## src/rtl/prob_table_if.sv

```systemverilog
// Probability-table link: write beats from the programming side and
// lookup requests/results for the noise-injection cores.
interface prob_table_if #(
  parameter int DATA_W = 64,
  parameter int ADDR_W = 6,
  parameter int IDX_W  = 32
);
  logic [IDX_W-1:0]  probability_idx;
  logic [DATA_W-1:0] probability_in;
  logic              rd_en;
  logic [ADDR_W-1:0] rd_addr;
  logic [DATA_W-1:0] rd_data;
  logic              rd_valid;
  logic              table_ready;
  logic [ADDR_W:0]   load_count;
  logic              load_error;

  // Programming/lookup side
  modport master (
    output probability_idx, probability_in, rd_en, rd_addr,
    input  rd_data, rd_valid, table_ready, load_count, load_error
  );

  // Table side
  modport slave (
    input  probability_idx, probability_in, rd_en, rd_addr,
    output rd_data, rd_valid, table_ready, load_count, load_error
  );
endinterface

```

## src/rtl/prob_table_rx.sv

```systemverilog
// Receiver for the probability-table write protocol. Stores beats in a
// DEPTH x DATA_W table, tracks which entries are loaded, commits the table
// on the first idle beat after it becomes complete, and serves 1-cycle
// lookups in every state.
module prob_table_rx #(
  parameter int              DEPTH    = 64,
  parameter int              DATA_W   = 64,
  parameter int              ADDR_W   = 6,
  parameter int              IDX_W    = 32,
  parameter logic [IDX_W-1:0] IDLE_IDX = {IDX_W{1'b1}}
) (
  input logic         clk,
  input logic         rst,
  prob_table_if.slave bus
);

  typedef enum logic [1:0] {
    ST_EMPTY   = 2'd0,
    ST_LOADING = 2'd1,
    ST_READY   = 2'd2
  } state_t;

  localparam logic [IDX_W-1:0] DEPTH_IDX = IDX_W'(DEPTH);

  logic [DATA_W-1:0] r_mem [DEPTH];
  logic [DATA_W-1:0] r_rd_data;
  logic              r_rd_valid;
  logic [DEPTH-1:0]  r_bitmap;
  logic [ADDR_W:0]   r_load_count;
  logic              r_load_error;
  state_t            r_state;

  state_t            w_state_next;
  logic              w_idle;
  logic              w_wr;
  logic              w_bad;
  logic              w_clear;
  logic              w_full;
  logic [ADDR_W-1:0] w_addr;
  logic [DEPTH-1:0]  w_bitmap_next;
  logic [ADDR_W:0]   w_count_next;

  // Beat classification: idle marker, in-range write, or out-of-range error.
  assign w_idle  = (bus.probability_idx == IDLE_IDX);
  assign w_wr    = !w_idle && (bus.probability_idx < DEPTH_IDX);
  assign w_bad   = !w_idle && !w_wr;
  assign w_addr  = bus.probability_idx[ADDR_W-1:0];
  assign w_full  = &r_bitmap;
  // A write arriving after commit starts a fresh load from an empty bitmap.
  assign w_clear = w_wr && (r_state == ST_READY);

  genvar gi;
  generate
    for (gi = 0; gi < DEPTH; gi++) begin : g_bitmap
      assign w_bitmap_next[gi] = (w_wr && (w_addr == ADDR_W'(gi))) ? 1'b1 :
                                 (w_clear ? 1'b0 : r_bitmap[gi]);
    end
  endgenerate

  // Popcount of the next bitmap so load_count lands together with the bitmap.
  always_comb begin
    w_count_next = '0;
    for (int i = 0; i < DEPTH; i++) begin
      w_count_next = w_count_next + (ADDR_W+1)'(w_bitmap_next[i]);
    end
  end

  // Table storage; contents deliberately survive reset.
  always_ff @(posedge clk) begin
    if (w_wr) begin
      r_mem[w_addr] <= bus.probability_in;
    end
  end

  // Registered lookup, read-first against a same-cycle write; data holds when idle.
  always_ff @(posedge clk) begin
    if (rst) begin
      r_rd_data  <= '0;
      r_rd_valid <= 1'b0;
    end else begin
      r_rd_valid <= bus.rd_en;
      if (bus.rd_en) begin
        r_rd_data <= r_mem[bus.rd_addr];
      end
    end
  end

  // Load tracking: bitmap, its population count and the sticky error flag.
  always_ff @(posedge clk) begin
    if (rst) begin
      r_bitmap     <= '0;
      r_load_count <= '0;
      r_load_error <= 1'b0;
    end else begin
      r_bitmap     <= w_bitmap_next;
      r_load_count <= w_count_next;
      if (w_bad) begin
        r_load_error <= 1'b1;
      end
    end
  end

  // FSM state register.
  always_ff @(posedge clk) begin
    if (rst) begin
      r_state <= ST_EMPTY;
    end else begin
      r_state <= w_state_next;
    end
  end

  // FSM next state: commit needs a complete bitmap and an idle beat.
  always_comb begin
    w_state_next = r_state;
    case (r_state)
      ST_EMPTY:   if (w_wr) w_state_next = ST_LOADING;
      ST_LOADING: if (w_full && w_idle) w_state_next = ST_READY;
      ST_READY:   if (w_wr) w_state_next = ST_LOADING;
      default:    w_state_next = ST_EMPTY;
    endcase
  end

  assign bus.rd_data     = r_rd_data;
  assign bus.rd_valid    = r_rd_valid;
  assign bus.table_ready = (r_state == ST_READY);
  assign bus.load_count  = r_load_count;
  assign bus.load_error  = r_load_error;

endmodule
```

## src/flat_wrapper.sv

```systemverilog
// flat-port wrapper written by rule: the top's interface ports become plain ports
module prob_table_rx_flat 
#(
  parameter int              DEPTH    = 64,
  parameter int              DATA_W   = 64,
  parameter int              ADDR_W   = 6,
  parameter int              IDX_W    = 32,
  parameter logic [IDX_W-1:0] IDLE_IDX = {IDX_W{1'b1}}
)
  (clk, rst, bus_probability_idx, bus_probability_in, bus_rd_en, bus_rd_addr, bus_rd_data, bus_rd_valid, bus_table_ready, bus_load_count, bus_load_error);
  prob_table_if #(.DATA_W(DATA_W), .ADDR_W(ADDR_W), .IDX_W(IDX_W)) bus_i ();
  input logic clk;
  input logic rst;
  input wire logic [$bits(bus_i.probability_idx)-1:0] bus_probability_idx;
  input wire logic [$bits(bus_i.probability_in)-1:0] bus_probability_in;
  input wire logic [$bits(bus_i.rd_en)-1:0] bus_rd_en;
  input wire logic [$bits(bus_i.rd_addr)-1:0] bus_rd_addr;
  output wire logic [$bits(bus_i.rd_data)-1:0] bus_rd_data;
  output wire logic [$bits(bus_i.rd_valid)-1:0] bus_rd_valid;
  output wire logic [$bits(bus_i.table_ready)-1:0] bus_table_ready;
  output wire logic [$bits(bus_i.load_count)-1:0] bus_load_count;
  output wire logic [$bits(bus_i.load_error)-1:0] bus_load_error;
  assign bus_i.probability_idx = bus_probability_idx;
  assign bus_i.probability_in = bus_probability_in;
  assign bus_i.rd_en = bus_rd_en;
  assign bus_i.rd_addr = bus_rd_addr;
  assign bus_rd_data = bus_i.rd_data;
  assign bus_rd_valid = bus_i.rd_valid;
  assign bus_table_ready = bus_i.table_ready;
  assign bus_load_count = bus_i.load_count;
  assign bus_load_error = bus_i.load_error;
  prob_table_rx #(.DEPTH(DEPTH), .DATA_W(DATA_W), .ADDR_W(ADDR_W), .IDX_W(IDX_W), .IDLE_IDX(IDLE_IDX)) u_core (.clk(clk), .rst(rst), .bus(bus_i));
endmodule
```

## config.mk

```make
export PLATFORM = sky130hd
export DESIGN_NAME = prob_table_rx_flat
export DESIGN_NICKNAME = d
export VERILOG_FILES = /design/src/rtl/prob_table_if.sv /design/src/rtl/prob_table_rx.sv /design/src/flat_wrapper.sv
export SDC_FILE = /design/constraint.sdc
export NUM_CORES = 2
export LEC_CHECK = 0
export ABC_CLOCK_PERIOD_IN_PS = 11400
export CORE_MARGIN = 2
export CORE_UTILIZATION = 40
export CTS_CLUSTER_SIZE = 8
export DETAILED_ROUTE_END_ITERATION = 10
export DONT_BUFFER_PORTS = 1
export PLACE_DENSITY = 0.59
export SLEW_MARGIN = 20
export SYNTH_ARGS = -nofsm -noshare
export SYNTH_HDL_FRONTEND = slang
export SYNTH_SLANG_ARGS = --single-unit
```

## constraint.sdc

```tcl
create_clock -name clk -period 11.4 [get_ports clk]
set_clock_uncertainty 0.15 [all_clocks]
set_input_delay 1.71 -clock clk [delete_from_list [all_inputs] [get_ports clk]]
set_output_delay 1.71 -clock clk [all_outputs]
set_load 0.01 [all_outputs]
```

* Word-level counts from Yosys, hierarchy flattened *
Memories as Yosys holds them, arrays and structs flattened. A register that Yosys moved wholly into a read port is not among the register bits.
Index checks and enable logic that the tools add are counted.

cells by class
  $add $sub $neg = 63
  order comparisons = 1
  equal/unequal tests = 68
  multiplexer cells = 133
  reductions and logical operators = 75

operators by type and width
  cell                    count
  $add A7 B1 Y7           62
  $eq A6 B6 Y1 const B    32
  $mux W1                 130
  $eq A6 B5 Y1 const B    16
  $logic_and A1 B1 Y1     68
  $reduce_and A64 Y1      1
  $eq A6 B4 Y1 const B    8
  $eq A32 B32 Y1 const B  1
  $lt A32 B7 Y1 const B   1
  $eq A6 B3 Y1 const B    4
  $eq A6 B2 Y1 const B    2
  $eq A6 B1 Y1 const B    1
  $logic_not A6 Y1        1
  $mux W2                 2
  $ne A2 B1 Y1 const B    2
  $pmux W2 S2             1
  $add A1 B1 Y2           1
  $eq A2 B1 Y1 const B    1
  $eq A2 B2 Y1 const B    1
  $logic_not A1 Y1        2
  $logic_not A2 Y1        1
  $reduce_and A2 Y1       1
  $reduce_or A2 Y1        1

word-level totals
  register bits after elaboration = 75
  RAM bits = 4096
  output and inout port bits = 74
  memories kept = 1

memories
  memory        depth  width  read ports  clocked after memory_dff  write ports  line                 source
  u_core.r_mem  64     64     1           1                         1            prob_table_rx.sv:25  logic [DATA_W-1:0] r_mem [DEPTH];

* Longest topological paths before layout *
  depth after elaboration = 69
  gate-level depth with buffers = 29

* Worst setup path after synthesis *
No wires, ideal clock.

  path kind = input -> register
  start point = input port bus_probability_idx[7]
  end point = register u_core.r_load_count[6], in the netlist u_core.bus.load_count[6]
  library setup time = 0.065 ns
  arrival = 11.513 ns
  required time = 11.185 ns
  setup slack = -0.328 ns
  cell stages on the path = 28
  path buffers = 1
  cell sequence = nor4_1 and4_1 clkbuf_1 nand4_1 nor2_1 a21oi_1 fa_1 inv_1 fa_1 inv_1 fa_1 inv_1 fa_1 inv_1 fa_1 fa_1 inv_1 fa_1 inv_1 fa_1 fa_1 fa_1 nor2b_1 o21ai_0 nand2b_1 a21o_1 a21oi_1 nor2_1

between the ends
  cells in the longest elaborated chain, start to end = 69
  elaborated cells between the ends (all ways) = 260
  those cells by class = add/sub: 63; order compare: 1; eq/ne: 1; mux: 128; reduce/logical: 67

RTL lines
  what                                                                   line                 source
  from (decl)                                                            flat_wrapper.sv:14   input wire logic [$bits(bus_i.probability_idx)-1:0] bus_probability_idx;
  parallel branches: the longest is 2 deep, another holds $lt A32 B7 Y1  n/a
  $logic_and A1 B1 Y1 (*)                                                prob_table_rx.sv:45  assign w_wr = !w_idle && (bus.probability_idx < DEPTH_IDX);
  $logic_and A1 B1 Y1                                                    prob_table_rx.sv:50  assign w_clear = w_wr && (r_state == ST_READY);
  $mux W1                                                                prob_table_rx.sv:56  (w_clear ? 1'b0 : r_bitmap[gi]);
  $mux W1                                                                prob_table_rx.sv:55  assign w_bitmap_next[gi] = (w_wr && (w_addr == ADDR_W'(gi))) ? 1'b1 :
  $add A1 B1 Y2                                                          prob_table_rx.sv:64  w_count_next = w_count_next + (ADDR_W+1)'(w_bitmap_next[i]);
  $add A7 B1 Y7 (61 in series)                                           prob_table_rx.sv:64
  $add A7 B1 Y7 (*)                                                      prob_table_rx.sv:64
  to (signal assigned)                                                   prob_table_rx.sv:96  r_load_count <= w_count_next;
  to (decl)                                                              prob_table_rx.sv:29  logic [ADDR_W:0] r_load_count;

Every way passes the cells marked *.
A chain may end at the register's enable or synchronous reset.

* Final worst setup path *
  start point = input port bus_probability_idx[7]
  end point = register u_core.r_load_count[6], in the netlist u_core.bus.load_count[6]

between the ends
  elaborated cells between the ends (all ways) = 260
  those cells by class = add/sub: 63; order compare: 1; eq/ne: 1; mux: 128; reduce/logical: 67

RTL lines
  what                                                                   line                 source
  parallel branches: the longest is 2 deep, another holds $lt A32 B7 Y1  n/a
  $logic_and A1 B1 Y1 (*)                                                prob_table_rx.sv:45
  $logic_and A1 B1 Y1                                                    prob_table_rx.sv:50
  $mux W1                                                                prob_table_rx.sv:56
  $mux W1 (*)                                                            prob_table_rx.sv:55
  named net u_core.w_bitmap_next[18]                                     prob_table_rx.sv:40  logic [DEPTH-1:0] w_bitmap_next;
  $add A7 B1 Y7 (*) (46 in series)                                       prob_table_rx.sv:64

Mark *: on every way through the listed nets, which the timed path passes.

==> key figures <==
Status
  – Run status: finished, final reports clean

Layout
  – Synth-to-layout area growth: 15.0%
  – NumNets Final: 7964
  – Fraction of layout instances using a drive strength above 1: 23.2%

Timing
  – Worst Tran Pin Value: 1.21 ns
  – Highest Clock Rate: 0.108 GHz
  – Count of final max-slew check failures: 0
  – Setup TNS after final layout: 0 ns
  – Unrepaired setup endpoints after global routing: false
  – Number of setup violations in the final report: 0
  – Worst slack on hold paths: 0.362 ns
  – Shortest clock period the worst path allows after layout: 9.28 ns
  – Slew headroom: 19.5%
  – Fraction of the cycle the final worst path needs: 81.4%
  – Final Hold Violating Endpoints: 0

Global routing
  – Gr ovfl total: 0
  – Overall fraction of global-route tracks in use: 23.1%
  – Pin count of the biggest net entering global routing: 189
  – Number of global-route vias before repair: 83000
  – Antenna violations before repair: 32
  – Global-route wire length before repair: 662 mm

Power and ir drop
  – Power density of the placed cells: 185 nW/µm²
  – Leakage power total: 59.2 nW
  – Worst supply voltage drop on vdd: 0.000164 V

Die
  – Placeable core region: 403000 µm²
  – Floorplan die width: 641 µm
  – Effective utilization at floorplan: 40.2%
  – Die extent in y: 641 µm
  – Die footprint: 410000 µm²
  – Placement row count: 233
  – # IOs: 179

Setup path
  – Kind of critical path: input pin to register
  – Critical Path RT: 12.23 ns
  – Crit Reg-Reg Startpoint: u_core.r_state[1]
  – Crit path to: u_core.bus.load_count[6]
  – Kind of start point of the critical path: input pin
  – Type of element capturing the critical path: register
  – Worst path arrival time: 10.11 ns
  – Worst reg2reg endpoint: u_core.bus.load_count[6]
  – Reg2reg setup slack: 3.12 ns
  – Maximum net fanout on the critical path: 15
  – Startpoint of the worst setup timing path: bus_probability_idx[7]
  – R2R depth: 24

Synthesis
  – Synth warn: 0
  – Number of synthesized flops with an enable pin: 4096
  – Net count after synthesis: 7590
  – Post-synthesis instance area: 162000 µm²
  – Number of synthesized register bits: 4235
  – Predominant post-synthesis flop cell: sky130_fd_sc_hd__edfxtp_1
  – Ys async rst share: 0%
  – Unique cell type count in the Yosys netlist: 51
  – Largest area contributor in the synthesized netlist: sky130_fd_sc_hd__edfxtp_1
  – Cells taking the most area after synthesis: sky130_fd_sc_hd__edfxtp_1 76%, sky130_fd_sc_hd__mux4_2 13%, sky130_fd_sc_hd__mux2i_1 2.7%
  – Number of standard cells after synthesis: 7415
  – Area share of the largest cell type after synthesis: 75.9%
  – Mapped Avg Cell Area: 21.9 µm²
  – Sequential element share of the synthesized area: 77.6%

Drt
  – DRT antenna net count: 0
  – Routed wire per std cell: 35.6 µm
  – Routed via count divided by cell count: 6.12
  – First-iteration detailed-routing DRC count: 12000
  – Via count: 82800
  – Number of remaining DRC errors: 0
  – Sum of routed wire length over all layers: 481 mm
  – Drt pass-1 iters: 6

Clock tree
  – Clock latency at the later pin of the worst-skew pair: 1.03 ns
  – Number of H-tree levels: 6
  – Clk sinks: 4235
  – Post-CTS setup repair buffer count: 0
  – TritonCTS clock tree: built
  – Root Driver: sky130_fd_sc_hd__clkbuf_16
  – Post-cts hold buffer count: 0
  – Total CTS buffers: 600
  – Number of resized instances in the post-cts repair step: 0
  – Buffers from clock root to sink, at most: 4
  – Clock slew seen by the registers of the worst setup and hold paths: 0.05 ns

Run
  – Number of max-cap violations: 0

Placed design
  – Final Wtd Congestion: 0.799
  – Detailed-placement wirelength estimate: 241 mm
  – Count of buffers inserted at the top-level ports: 0

Worst hold path
  – Worst min-delay path class: register to register
where the power goes:
group / total (W) / switching [W] / internal (W)
Combinational: 0.00104 / 0.000588 / 0.000456
Clock: 0.0163 / 0.00653 / 0.00977
Sequential: 0.0172 / 0.0000641 / 0.0171
Total: 0.0345 / 0.00718 / 0.0273
registers in the layout, summed over array words and instances (netlist names):
name                   flops
u_core.bus.load_count      7
u_core.bus.load_error      1
u_core.bus.rd_data        64
u_core.bus.rd_valid        1
u_core.r_bitmap           64
u_core.r_mem            4096
u_core.r_state             2
cell families (layout without fill, tap and decap cells):
kind of cell | after synthesis | after routing | share of synthesized area (%)
muxes | 1382 | 1382 | 15.6
AOI/OAI and AO/OA | 770 | 770 | 3.24
xor gates and xnor gates | 1 | 1 | 0.00540
and+or+nand+nor | 484 | 484 | 1.38
adders and majority gates | 70 | 70 | 0.790
buffers and inverters | 473 | 1171 | 1.41
other | 0 | 8 | 0
DFF | 4235 | 4235 | 77.6
cells in the mapped netlist (86+ instances only):
library cell,instances
sky130_fd_sc_hd__buf_2,120
sky130_fd_sc_hd__mux2i_1,438
sky130_fd_sc_hd__o22ai_1,122
sky130_fd_sc_hd__o221ai_1,86
sky130_fd_sc_hd__clkbuf_1,187
sky130_fd_sc_hd__o21ai_0,119
sky130_fd_sc_hd__mux4_2,914
sky130_fd_sc_hd__nor2_1,183
sky130_fd_sc_hd__dfxtp_1,139
sky130_fd_sc_hd__nand2_1,137
sky130_fd_sc_hd__edfxtp_1,4096
sky130_fd_sc_hd__a21oi_1,133
how the worst min path moves through the flow:
stage | startpoint | endpoint | slack [ns] | cells past startpoint
2_1_floorplan | u_core.r_state[0] | u_core.r_state[1] | 0.33 | 2
3_3_place_gp | u_core.r_state[0] | u_core.r_state[1] | 0.33 | 2
3_5_place_dp | u_core.r_state[0] | u_core.r_state[1] | 0.35 | 2
4_1_cts | u_core.r_state[0] | u_core.r_state[1] | 0.36 | 2
5_1_grt | u_core.r_state[0] | u_core.r_state[1] | 0.41 | 2
6_report | u_core.r_state[0] | u_core.r_state[1] | 0.36 | 2
worst max-delay path: stages:
cell and delay (ns):
sky130_fd_sc_hd__nor4_1 0.29, sky130_fd_sc_hd__and4_1 0.45, sky130_fd_sc_hd__nand4_1 0.76, sky130_fd_sc_hd__nor2_4 0.96
sky130_fd_sc_hd__a21o_1 0.20, sky130_fd_sc_hd__fa_1 0.43, sky130_fd_sc_hd__fa_1 0.50, sky130_fd_sc_hd__inv_1 0.05
sky130_fd_sc_hd__fa_1 0.49, sky130_fd_sc_hd__inv_1 0.08, sky130_fd_sc_hd__fa_1 0.53, sky130_fd_sc_hd__inv_1 0.06
sky130_fd_sc_hd__fa_1 0.46, sky130_fd_sc_hd__fa_1 0.53, sky130_fd_sc_hd__inv_1 0.05, sky130_fd_sc_hd__fa_1 0.48
sky130_fd_sc_hd__inv_1 0.06, sky130_fd_sc_hd__fa_1 0.46, sky130_fd_sc_hd__fa_1 0.45, sky130_fd_sc_hd__fa_1 0.45
sky130_fd_sc_hd__nor2b_1 0.17, sky130_fd_sc_hd__o21ai_0 0.10, sky130_fd_sc_hd__nand2b_1 0.12, sky130_fd_sc_hd__a21o_1 0.12
sky130_fd_sc_hd__a21oi_1 0.06, sky130_fd_sc_hd__nor2_1 0.08
final cells by class:
cell class	count	area (µm²)
repair buffers	190	1940
clock inverters	54	907
well taps	5405	6760
inverters	55	214
multi-input cells	2707	34700
diodes	8	20.0
clock buffers	872	16200
fillers	32900	217000
flip-flops and latches	4235	126000
metal layers:
metal	share of wire [%]	vias up	track usage (%)
met3	11	713	4.95
met5	0.0083	-	0
met4	2.4	6	6.13
li1	-	32000	-
met1	40	45100	32.7
met2	47	4923	36.6
metrics by stage:
stage / power (W) / cell area [µm²] / worst slack, ns / utilization, % / cells
after global placement: 0.0183 / 169000 / 1.19 / 41.9 / 12600
final: 0.0345 / 186000 / 2.12 / 46.2 / 13500
after global routing: 0.0354 / 186000 / 1.81 / 46.2 / 13500
after CTS: 0.0347 / 186000 / 2.20 / 46.2 / 13500
after floorplan: 0.0182 / 162000 / 0.00941 / - / 7415
after detailed placement: 0.0185 / 169000 / 1.10 / 42.0 / 12600
placed cells by master, fill, tap and decap left out, types with 10 or more instances in the layout:
cell type,n
sky130_fd_sc_hd__buf_16,17
sky130_fd_sc_hd__inv_6,16
sky130_fd_sc_hd__clkbuf_1,266
sky130_fd_sc_hd__mux2i_1,438
sky130_fd_sc_hd__clkbuf_16,605
sky130_fd_sc_hd__buf_4,159
sky130_fd_sc_hd__a221o_1,19
sky130_fd_sc_hd__o221ai_1,86
sky130_fd_sc_hd__o21ai_0,119
sky130_fd_sc_hd__fa_1,54
sky130_fd_sc_hd__dfxtp_1,139
sky130_fd_sc_hd__nor2b_1,47
sky130_fd_sc_hd__a21o_1,37
sky130_fd_sc_hd__a22o_1,16
sky130_fd_sc_hd__a221oi_1,83
sky130_fd_sc_hd__edfxtp_1,4096
sky130_fd_sc_hd__a211oi_1,27
sky130_fd_sc_hd__a32oi_1,12
sky130_fd_sc_hd__a31oi_1,52
sky130_fd_sc_hd__nand2_1,135
sky130_fd_sc_hd__o21bai_1,16
sky130_fd_sc_hd__mux2_2,30
sky130_fd_sc_hd__nor4_1,11
sky130_fd_sc_hd__nor2_1,115
sky130_fd_sc_hd__inv_1,53
sky130_fd_sc_hd__nand3_1,14
sky130_fd_sc_hd__a21oi_1,133
sky130_fd_sc_hd__and2_1,29
sky130_fd_sc_hd__o22ai_1,122
sky130_fd_sc_hd__mux4_2,914
sky130_fd_sc_hd__a22oi_1,16
sky130_fd_sc_hd__o22a_1,16
sky130_fd_sc_hd__nand4_1,27
sky130_fd_sc_hd__o211ai_1,10
sky130_fd_sc_hd__inv_16,15
sky130_fd_sc_hd__nor2_4,67
sky130_fd_sc_hd__clkinv_8,16
sky130_fd_sc_hd__buf_12,14
sky130_fd_sc_hd__ha_1,16
(Power assumes the default switching activity.)
